## src/rtl/uart_tx_scheduler.sv

```systemverilog
// Round-robin scheduler sharing one UART TX engine between NREQ requesters,
// with baud tick generation, inter-frame guard gap and a hung-engine watchdog.
module uart_tx_scheduler #(
    parameter int unsigned DATAWIDTH    = 8,
    parameter int unsigned NREQ         = 4,
    parameter int unsigned CLKS_PER_BIT = 16,
    parameter int unsigned GAP_BITS     = 1,
    parameter int unsigned TIMEOUT      = 4096
) (
    input  logic                      clk,
    input  logic                      rst,
    input  logic [NREQ-1:0]           req,
    input  logic [NREQ*DATAWIDTH-1:0] req_data,
    output logic [NREQ-1:0]           gnt,
    output logic [NREQ-1:0]           done,
    output logic                      err,
    output logic                      tx_start,
    output logic [DATAWIDTH-1:0]      tx_data,
    input  logic                      tx_done,
    output logic                      bit_enb,
    output logic                      busy,
    output logic [$clog2(NREQ)-1:0]   owner
);

    localparam int unsigned IW       = $clog2(NREQ);
    localparam int unsigned BW       = $clog2(CLKS_PER_BIT);
    localparam int unsigned WW       = $clog2(TIMEOUT + 1);
    localparam int unsigned GW       = (GAP_BITS > 1) ? $clog2(GAP_BITS) : 1;
    localparam int unsigned GAP_LAST = (GAP_BITS > 0) ? GAP_BITS - 1 : 0;

    typedef enum logic [1:0] {IDLE, WAIT_DONE, GAP} state_t;

    state_t               state, state_nx;
    logic [BW-1:0]        baud_cnt;
    logic [WW-1:0]        wdog;
    logic [GW-1:0]        gap_cnt;
    logic [IW-1:0]        rr, rr_nx, win_idx;
    logic [DATAWIDTH-1:0] win_data;
    logic                 win_found, grant_fire, done_fire, err_fire;

    always_ff @(posedge clk or negedge rst) begin
        if (!rst)
            baud_cnt <= '0;
        else if (baud_cnt == BW'(CLKS_PER_BIT - 1))
            baud_cnt <= '0;
        else
            baud_cnt <= baud_cnt + 1'b1;
    end

    assign bit_enb = (baud_cnt == BW'(CLKS_PER_BIT - 1));
    assign busy    = (state != IDLE);
    assign rr_nx   = (owner == IW'(NREQ - 1)) ? '0 : owner + 1'b1;

    // Winner is the first set request at or above rr, wrapping to 0.
    always_comb begin
        int unsigned idx;
        idx       = 0;
        win_found = 1'b0;
        win_idx   = '0;
        for (int unsigned i = 0; i < NREQ; i++) begin
            idx = 32'(rr) + i;
            if (idx >= NREQ)
                idx = idx - NREQ;
            if (!win_found && req[IW'(idx)]) begin
                win_found = 1'b1;
                win_idx   = IW'(idx);
            end
        end
    end

    always_comb begin
        win_data = '0;
        for (int unsigned j = 0; j < NREQ; j++) begin
            if (win_idx == IW'(j))
                win_data = req_data[j*DATAWIDTH +: DATAWIDTH];
        end
    end

    always_comb begin
        state_nx   = state;
        grant_fire = 1'b0;
        done_fire  = 1'b0;
        err_fire   = 1'b0;
        case (state)
            IDLE: begin
                if (win_found) begin
                    grant_fire = 1'b1;
                    state_nx   = WAIT_DONE;
                end
            end
            WAIT_DONE: begin
                // tx_done takes priority over a coincident watchdog expiry
                if (tx_done) begin
                    done_fire = 1'b1;
                    state_nx  = (GAP_BITS == 0) ? IDLE : GAP;
                end else if (wdog == WW'(TIMEOUT - 1)) begin
                    err_fire = 1'b1;
                    state_nx = (GAP_BITS == 0) ? IDLE : GAP;
                end
            end
            GAP: begin
                if (bit_enb && gap_cnt == GW'(GAP_LAST))
                    state_nx = IDLE;
            end
            default: state_nx = IDLE;
        endcase
    end

    always_ff @(posedge clk or negedge rst) begin
        if (!rst)
            state <= IDLE;
        else
            state <= state_nx;
    end

    always_ff @(posedge clk or negedge rst) begin
        if (!rst) begin
            gnt      <= '0;
            done     <= '0;
            err      <= 1'b0;
            tx_start <= 1'b0;
            tx_data  <= '0;
            owner    <= '0;
            rr       <= '0;
            wdog     <= '0;
            gap_cnt  <= '0;
        end else begin
            gnt      <= '0;
            done     <= '0;
            err      <= 1'b0;
            tx_start <= 1'b0;
            if (grant_fire) begin
                owner    <= win_idx;
                tx_data  <= win_data;
                gnt      <= NREQ'(1) << win_idx;
                tx_start <= 1'b1;
                wdog     <= '0;
            end else if (state == WAIT_DONE) begin
                wdog <= wdog + 1'b1;
            end
            if (done_fire) begin
                done <= NREQ'(1) << owner;
                rr   <= rr_nx;
            end
            if (err_fire) begin
                err <= 1'b1;
                rr  <= rr_nx;
            end
            if (state != GAP)
                gap_cnt <= '0;
            else if (bit_enb)
                gap_cnt <= gap_cnt + 1'b1;
        end
    end

endmodule

```

## config.mk

```make
export PLATFORM = sky130hd
export DESIGN_NAME = uart_tx_scheduler
export DESIGN_NICKNAME = d
export VERILOG_FILES = /design/src/rtl/uart_tx_scheduler.sv
export SDC_FILE = /design/constraint.sdc
export NUM_CORES = 1
export LEC_CHECK = 0
export BUFFER_PORTS_ARGS = -buffer_cell sky130_fd_sc_hd__buf_4
export CORE_ASPECT_RATIO = 1.2
export CORE_MARGIN = 8
export CORE_UTILIZATION = 35
export CTS_BUF_LIST = sky130_fd_sc_hd__clkbuf_16
export DETAILED_ROUTE_END_ITERATION = 10
export PLACE_DENSITY = 0.66
export SYNTH_ARGS = -nofsm -noshare
export SYNTH_HDL_FRONTEND = slang
export SYNTH_SLANG_ARGS = --single-unit
export TNS_END_PERCENT = 20
```

## constraint.sdc

```tcl
create_clock -name clk -period 2 [get_ports clk]
set_input_delay 0.4 -clock clk [delete_from_list [all_inputs] [get_ports clk]]
set_output_delay 0.4 -clock clk [all_outputs]
set_load 0.02 [all_outputs]
```

After elaboration in Yosys (flattened, before gate mapping)
Index checks and enable logic that the tools add are counted.
{ "word_totals": {"register_bits": 42, "latch_bits": 0, "mem_bits_rw": 0, "mem_bits_ro": 0, "input_bits": 39, "out_inout_bits": 22, "wordCells": 107, "mem_count": 0} }
{ "classes": {"addsub": 11, "multipliers": 0, "n_div": 0, "order_cmp": 8, "n_eq_ne": 12, "shifts": 2, "n_mux": 48, "bitwise_logic": 1, "reduce_logical": 14} }
{ "op_table": {"columns": ["operator", "count"], "rows": [
  ["two-way mux 8 bit", 4],
  ["two-way mux 2 bit", 15],
  ["two-way mux 13 bit", 2],
  ["two-way mux 1 bit", 19],
  ["adder 13 x 1 -> 13 bit (second input constant)", 1],
  ["equality test 13 x 12 -> 1 bit (second input constant)", 1],
  ["< comparator 2 x 3 -> 1 bit (second input constant)", 4],
  ["two-way mux 4 bit", 3],
  [">= comparator 3 bit (second input constant)", 3],
  ["binary-select mux 1 bit (select 2 bit)", 4],
  ["equality test 2 bit (second input constant)", 4],
  ["nonzero test 2 bit", 4],
  ["<< shifter 1 x 2 -> 4 bit (first input constant)", 2],
  ["subtractor 2 x 1 -> 2 bit (second input constant)", 4],
  ["adder 2 x 2 -> 3 bit (second input constant)", 2],
  ["inequality test 2 bit (second input constant)", 3],
  ["one-hot mux 2 bit (3 select lines)", 1],
  ["adder 4 x 1 -> 4 bit (second input constant)", 1],
  ["equality test 2 x 1 -> 1 bit (second input constant)", 2],
  ["equality test 4 bit (second input constant)", 1],
  ["logical AND 1 bit", 4],
  ["zero test 2 bit", 2],
  ["adder 2 x 1 -> 3 bit (second input constant)", 1],
  [">= comparator 2 x 3 -> 1 bit (second input constant)", 1],
  ["6 further kinds", 8]
]} }

Longest topological paths before layout
Gate-level depths: netlist of the first run.
{ "logic_depth": {"depth_word": 19, "ltp_mapped": 7, "depth_no_buf": 6} }

Worst setup path before layout of the first run
OpenSTA, ideal clock, no wires.
{ "synth_path": {"path_kind": "register to register", "start": "register state[1]", "end": "register tx_data[0]", "setup_time_ns": 0.090, "arrival_time_ns": 1.565, "t_required_ns": 1.910, "setup_slack_ns": 0.345, "path_stages_with_launch": 7, "n_path_buf": 2, "period_less_slack_ns": 1.655, "cell_sequence": "dfrtp_1 > or2_1 > or2_1 > buf_6 > or2_1 > buf_6 > o221ai_1"} }
{ "synth_between": {"elab_chain_cells": 2} }
{ "synth_lines": {"columns": ["item", "line", "rtl"], "rows": [
  ["start, declared", "33", "state_t state, state_nx;"],
  ["start signal, assigned", "113", "state <= state_nx;"],
  ["zero test 2 bit", "84", "case (state)"],
  ["two-way mux 1 bit", "84", null],
  ["end signal, assigned", "134", "tx_data <= win_data;"],
  ["end, declared", "18", "output logic [DATAWIDTH-1:0] tx_data,"]
]} }
No other way between the ends.
A chain may end at the register's enable or synchronous reset.

Worst setup path after layout of the first run
{ "layout_path": {"start": "register baud_cnt[0]", "end": "output port bit_enb"} }
{ "layout_between": {"elab_chain_cells": 1} }
{ "layout_lines": {"columns": ["item", "line", "rtl"], "rows": [
  ["start, declared", "34", "logic [BW-1:0] baud_cnt;"],
  ["start signal, assigned", "47", "baud_cnt <= baud_cnt + 1'b1;"],
  ["equality test 4 bit", "50", "assign bit_enb = (baud_cnt == BW'(CLKS_PER_BIT - 1));"],
  ["end, declared", "20", "output logic bit_enb,"]
]} }
No other way between the ends.

==> metrics.yaml, run 1 <==
die_w_um: 86.7
routed_wirelength_um: 4990
flow.area_growth_from_synthesis_pct: 32.4
clock_path_buffers: 2
final_min_period_over_clock_period: 0.851
core_um2: 5930
vias_per_cell: 4.97
setup_viol: 0
critPathMaxFanout: 4
tns_ns: 0
pin_count_of_the_biggest_net_entering_global_routing: 43
drv.max_cap_violation_count: 0
powerDensity_nw_per_um2: 1330
globalRouteTotalUtil: 0.122
layout.core_utilization: 0.469
grt_first_pass_wirelength_um: 8380
yosys.area.top_type: "sky130_fd_sc_hd__dfrtp_1"
final_period_minus_worst_setup_slack_ns: 1.70
worstSkewPairLatency_ns: 0.28
startpoint_type: "flop"
highest_utilization_routing_layer_at_the_global_route_stage: "met2"
required_ns: 1.60
floorplan.die_area_um2: 8750
cp-end-kind: "output port"
seq_area_frac_synth: 0.500
start_util: 0.354
async_flop_share: 1.00
ant_nets: 0
number_of_buffer_cells_added_on_primary_ports: 60
timing.final.max_slew_violations: 0
synth_largest_type_area_fraction: 0.500
detail_route.first_pass.iterations: 4
htree_levels: 2
synth_common_cells: "sky130_fd_sc_hd__dfrtp_1, sky130_fd_sc_hd__nand2_1, sky130_fd_sc_hd__nor2_1"
postSynthNetCount: 249
outcome: "finished clean"
slew_margin_rel: 0.645
globalRouteMet2Util: 0.196
grt_use_met3: 0.0628
fill_cells: 575
cts-hold-fix-buffers: 0
drc_errors: 0
sequential_cell_area_um2: 1050
vertical_die_dimension_um: 101
synth.lib_cells_used.distinct: 40
final.setup_skew_ns: 0.00462
critPathArrivalTime_ns: 1.30
fmaxAchievable_mhz: 588
post_synth.cell_area_avg_um2: 10.3
number_of_synthesis_warnings: 0
cts_tree: "yes"
antenna_cells_inserted: 0
synth-edff-count: 0
std_cell_rows: 31
cts.sink_count: 42
multi_input_combinational_cell_area_um2: 975
yosys.cell_count.top_type: "sky130_fd_sc_hd__dfrtp_1"
final_layout_size_suffix_gt1_frac: 0.289
cts_made_buffers: 5
clkSlewWorstSetupHoldPaths_ns: 0.06
gp_congestion: 0.833
num_vias: 1730
fin_nets: 310
detail_route.iter0.violations: 114
grt_antenna_before_repair: 0
irDropWorstVdd_mv: 0.683
count_of_boundary_i_o_pins: 61
post-cts-setup-buffers: 0
synth_area_um2: 2100
synth_ff_type: "sky130_fd_sc_hd__dfrtp_1"
power_leakage_nw: 1.36
tightest_slew_ns: 0.533
timing_worst_setup_path_type: "flop to output port"
detailed_place_hpwl_um: 3830
grt_overflow_total: 0
post_synth_inst_count: 204
clk_root_buffer_cell: "sky130_fd_sc_hd__clkbuf_16"
grt_met1_use: 0.136
timing_hold_violations_final: 0
ff2ff_setup_slack_ns: 0.30
post_cts.resized_instances: 0
route.detailed.wl_per_inst_um: 14.3
cells_taking_the_most_area_after_synthesis: "sky130_fd_sc_hd__dfrtp_1, sky130_fd_sc_hd__mux2i_1, sky130_fd_sc_hd__o21ai_0"
synth-seq-cells: 42
grt_pass1_vias: 1857
rsz_0062_raised_after_global_routing: "false"
hp-class: "input pin to async pin"
-- layer usage --
layer / vias to the layer above / part of all wire
li1: 851 / -
met1: 819 / 0.43
met2: 55 / 0.46
met3: 5 / 0.088
met4: 0 / 0.013
met5: - / 0
-- flip-flops by register name, indices dropped and copies added (netlist names) --
| name | cells |
|---|---|
| baud_cnt | 4 |
| done | 4 |
| gnt | 4 |
| err | 1 |
| gap_cnt | 1 |
| wdog | 13 |
| tx_data | 8 |
| owner | 2 |
| tx_start | 1 |
| state | 2 |
| rr | 2 |
-- stage by stage --
step                instance area, um^2  std cells  setup WS, ns  total power, mW  hold WS, ns
floorplan                          2100        204         0.345             2.28        0.104
global placement                   2620        340         0.253             2.82        0.416
detailed placement                 2620        340         0.205             2.84        0.422
CTS                                2780        348         0.281             3.75        0.117
global route                       2780        348         0.133             3.95        0.145
finish                             2780        348         0.298             3.70       0.0983
-- kinds of logic after synthesis --
logic type      share of synthesized area
compound gates                      0.151
xor+xnor                           0.0167
fa+ha+maj                          0.0357
buf+inv                            0.0363
flops                               0.500
mux                                0.0869
simple gates                        0.173
-- power by group --
part           switching [mW]  leakage [nW]  internal (mW)
logic                   0.918         0.721          0.661
registers               0.160         0.551           1.07
clock network           0.313        0.0864          0.580
-- critical path: stages, from the launching register on --
cell and delay [ns]:
sky130_fd_sc_hd__dfrtp_1 0.41, sky130_fd_sc_hd__ha_1 0.25, sky130_fd_sc_hd__and3_1 0.20, sky130_fd_sc_hd__buf_4 0.17
-- final timing paths --
path / startpoint / cells past startpoint / to
max in group asynchronous: rst / 1 / wdog[3]
hold reg to reg: baud_cnt[3] / 1 / baud_cnt[3]
setup / recovery: baud_cnt[0] / 3 / bit_enb
setup reg to reg: rr[0] / 5 / owner[0]
min in group clk: tx_done / 2 / err
hold / removal: rst / 1 / baud_cnt[3]
-- final cells by class --
cell class / instances / share of cell area
sequential: 42 / 0.378
multi-input combinational: 148 / 0.350
timing repair buffer: 63 / 0.170
clock buffer: 5 / 0.0450
tap: 82 / 0.0369
clock inverter: 3 / 0.0135
inverter: 5 / 0.00674
-- placed cells by master, fill, tap and decap left out, drive strengths merged, types with 5 or more instances in the layout --
cell type  instances
a21oi              7
o221ai             8
o21ai             20
nand2             23
dfrtp             42
clkbuf             5
nor2              20
inv                7
buf               63
and3               6
mux2i             16
nand3              7
ha                 6
(Power assumes the default switching activity.)
==> inputs of run 2 (changes only) <==
--- a/config.mk
+++ b/config.mk
@@ -8,10 +8,11 @@
 export BUFFER_PORTS_ARGS = -buffer_cell sky130_fd_sc_hd__buf_4
 export CORE_ASPECT_RATIO = 1.2
 export CORE_MARGIN = 8
-export CORE_UTILIZATION = 35
+export CORE_UTILIZATION = 55
 export CTS_BUF_LIST = sky130_fd_sc_hd__clkbuf_16
 export DETAILED_ROUTE_END_ITERATION = 10
-export PLACE_DENSITY = 0.66
+export PLACE_DENSITY = 0.92
+export REMOVE_ABC_BUFFERS = 1
 export SYNTH_ARGS = -nofsm -noshare
 export SYNTH_HDL_FRONTEND = slang
 export SYNTH_SLANG_ARGS = --single-unit
==> constraint.sdc (replaced) <==
create_clock -name clk -period 2.1 [get_ports clk]
set_input_delay 0.42 -clock clk [delete_from_list [all_inputs] [get_ports clk]]
set_output_delay 0.42 -clock clk [all_outputs]
set_load 0.02 [all_outputs]
==> metrics.yaml, run 2 (synthesis gave the netlist of run 1 again) <==
outcome: "finished clean"  # unchanged
timing_worst_setup_path_type: "flop to flop"  # was flop to output port
flow.area_growth_from_synthesis_pct: 29.2  # was 32.4%
commonest_non_fill_non_tap_cell_in_the_layout: "sky130_fd_sc_hd__buf_4"  # unchanged
slew_margin_rel: 0.582  # was 0.645
post-route-cell-area_um2: 2720  # was 2780 um^2
post-cts-setup-buffers: 0  # unchanged
number_of_flip_flops_in_the_largest_register: 13  # unchanged
clock_path_buffers: 2  # unchanged
critPathMaxFanout: 11  # was 4
start_util: 0.574  # was 0.354
pin_count_of_the_biggest_net_entering_global_routing: 43  # unchanged
worstSkewPairLatency_ns: 0.28  # about the same
sequential_cell_area_um2: 1050  # unchanged
globalRouteTotalUtil: 0.166  # was 0.122
cellInternalPower_mw: 2.07  # was 2.31 mW
timing_hold_violations_final: 0  # unchanged
pwr-share-comb: 0.446  # was 0.426
gp_congestion: 0.849  # was 0.833
grt_first_pass_wirelength_um: 7980  # was 8380 um
timing.final.max_slew_violations: 0  # unchanged
cts.sink_count: 42  # unchanged
fraction_of_power_spent_switching_nets: 0.387  # was 0.376
cts-hold-fix-buffers: 0  # unchanged
path_buf_inv: 0  # was 1
registers.top_by_ff_count: "wdog"  # unchanged
setup_viol: 0  # unchanged
fmaxAchievable_mhz: 568
irDropWorstVdd_mv: 0.799  # was 0.683 mV
clkSlewWorstSetupHoldPaths_ns: 0.05  # was 0.06 ns
critical-path-top-delay-family: "simple AND/OR/NAND/NOR gates"  # was flip-flops
antenna_cells_inserted: 0  # unchanged
power_leakage_nw: 1.34  # was 1.36 nW
ant_nets: 0  # unchanged
final.setup_skew_ns: 0.00299  # was 0.00462 ns
fill_cells: 260  # was 575
routed_wirelength_um: 4980  # was 4990 um
fin_nets: 310  # unchanged
timing.critical_path.mode_cell: "sky130_fd_sc_hd__or2_1"
crit_chain: "or2_1 > or2_1 > or2_1 > o221ai_1"  # was ha_1 > and3_1 > buf_4
grt_antenna_before_repair: 0  # unchanged
cts_made_buffers: 5  # unchanged
final_layout_size_suffix_gt1_frac: 0.287  # was 0.289
startpoint_type: "flop"  # unchanged
drv.max_cap_violation_count: 0  # unchanged
route.detailed.wl_per_inst_um: 15.7  # was 14.3 um
layout.cells.most_common_list: "sky130_fd_sc_hd__buf_4, sky130_fd_sc_hd__dfrtp_1, sky130_fd_sc_hd__nand2_1, sky130_fd_sc_hd__nor2_1, sky130_fd_sc_hd__o21ai_0"  # unchanged
cp-end-kind: "flop"  # was output port
detail_route.first_pass.iterations: 4  # unchanged
required_ns: 2.29  # was 1.60 ns
vias_per_cell: 5.60  # was 4.97
power_frac_clock: 0.207  # was 0.241
final_period_minus_worst_setup_slack_ns: 1.76
cts_tree: "yes"  # unchanged
vertical_die_dimension_um: 83.7  # was 101 um
count_of_boundary_i_o_pins: 61  # unchanged
critical_path.max_stage_delay_ns: 0.42  # was 0.41 ns
powerDensity_nw_per_um2: 1250  # was 1330 nW/um^2
hp-class: "input pin to async pin"  # unchanged
multi_input_combinational_cell_area_um2: 975  # unchanged
die_w_um: 72.4  # was 86.7 um
critical-path-slowest-cell: "sky130_fd_sc_hd__or2_1"  # was sky130_fd_sc_hd__dfrtp_1
drc_errors: 0  # unchanged
tightest_slew_ns: 0.622  # was 0.533 ns
final_min_period_over_clock_period: 0.838
grt_pass1_vias: 1784  # was 1,857
detailed_place_hpwl_um: 3860  # was 3830 um
rsz_0062_raised_after_global_routing: "false"  # unchanged
number_of_buffer_cells_added_on_primary_ports: 60  # unchanged
post_cts.resized_instances: 0  # unchanged
grt_overflow_total: 0  # unchanged
num_vias: 1775  # was 1,730
tns_ns: 0  # unchanged
net-switching-power_mw: 1.31  # was 1.39 mW
placedInstanceArea_um2: 2580  # was 2620 um^2
core_um2: 3660  # was 5930 um^2
std_cell_rows: 24  # was 31
critPathArrivalTime_ns: 1.95  # was 1.30 ns
registers_with_the_most_flip_flops: "wdog x13, tx_data x8"  # unchanged
clk_root_buffer_cell: "sky130_fd_sc_hd__clkbuf_16"  # unchanged
p_seq_frac: 0.348  # was 0.333
floorplan.die_area_um2: 6060  # was 8750 um^2
detail_route.iter0.violations: 192  # was 114
htree_levels: 2  # unchanged
## run 2: changes by cell type in the layout (fill, tap and decap cells not counted), sizes merged
cell    change
bufinv      -1
## run 2: per-layer routing
metal  global-route usage  wire [um]
met5                    0          0
met4               0.0712         74
met3               0.0709        516
met2                0.281       2550
met1                0.172       1840
## run 2: layout make-up
type,count,share of cell area
inverters,5,0.00691
repair buffers,63,0.174
clock inverters,2,0.00276
clock buffers,5,0.0461
multi-input cells,148,0.359
well taps,52,0.0240
flip-flops and latches,42,0.387
## run 2: power groups by stage
stage | Combinational [mW] | Clock (mW) | Sequential, mW
detailed placement | 1.51 | 0 | 1.19
finish | 1.51 | 0.699 | 1.18
CTS | 1.51 | 0.708 | 1.18
floorplan | 0.757 | 0 | 1.33
global placement | 1.46 | 0 | 1.17
global route | 1.64 | 0.738 | 1.21
## run 2: worst paths after layout
kind	slack (ns)	start	endpoint	cells past startpoint
hold reg to reg	0.48	baud_cnt[3]	baud_cnt[3]	1
max in group asynchronous	1.64	rst	tx_data[2]	1
hold / removal	0.11	rst	wdog[5]	1
min in group clk	0.36	tx_done	err	2
setup reg to reg	0.34	state[1]	tx_data[3]	4
setup / recovery	0.34	state[1]	tx_data[3]	4
## run 2: through the flow
step / instances / total power [mW] / setup slack [ns] / hold slack [ns] / util
after floorplan: 195 / 2.09 / 0.406 / 0.124 / -
after global placement: 310 / 2.64 / 0.300 / 0.427 / 0.705
after detailed placement: 310 / 2.70 / 0.216 / 0.429 / 0.705
after CTS: 317 / 3.40 / 0.350 / 0.129 / 0.741
after global routing: 317 / 3.58 / 0.235 / 0.157 / 0.741
final: 317 / 3.38 / 0.341 / 0.112 / 0.741
## run 2: worst reg2reg max path, cell delays in order (launching register included)
cell and delay (ns):
sky130_fd_sc_hd__dfrtp_1 0.39, sky130_fd_sc_hd__or2_1 0.29, sky130_fd_sc_hd__or2_1 0.36, sky130_fd_sc_hd__or2_1 0.42, sky130_fd_sc_hd__o221ai_1 0.21
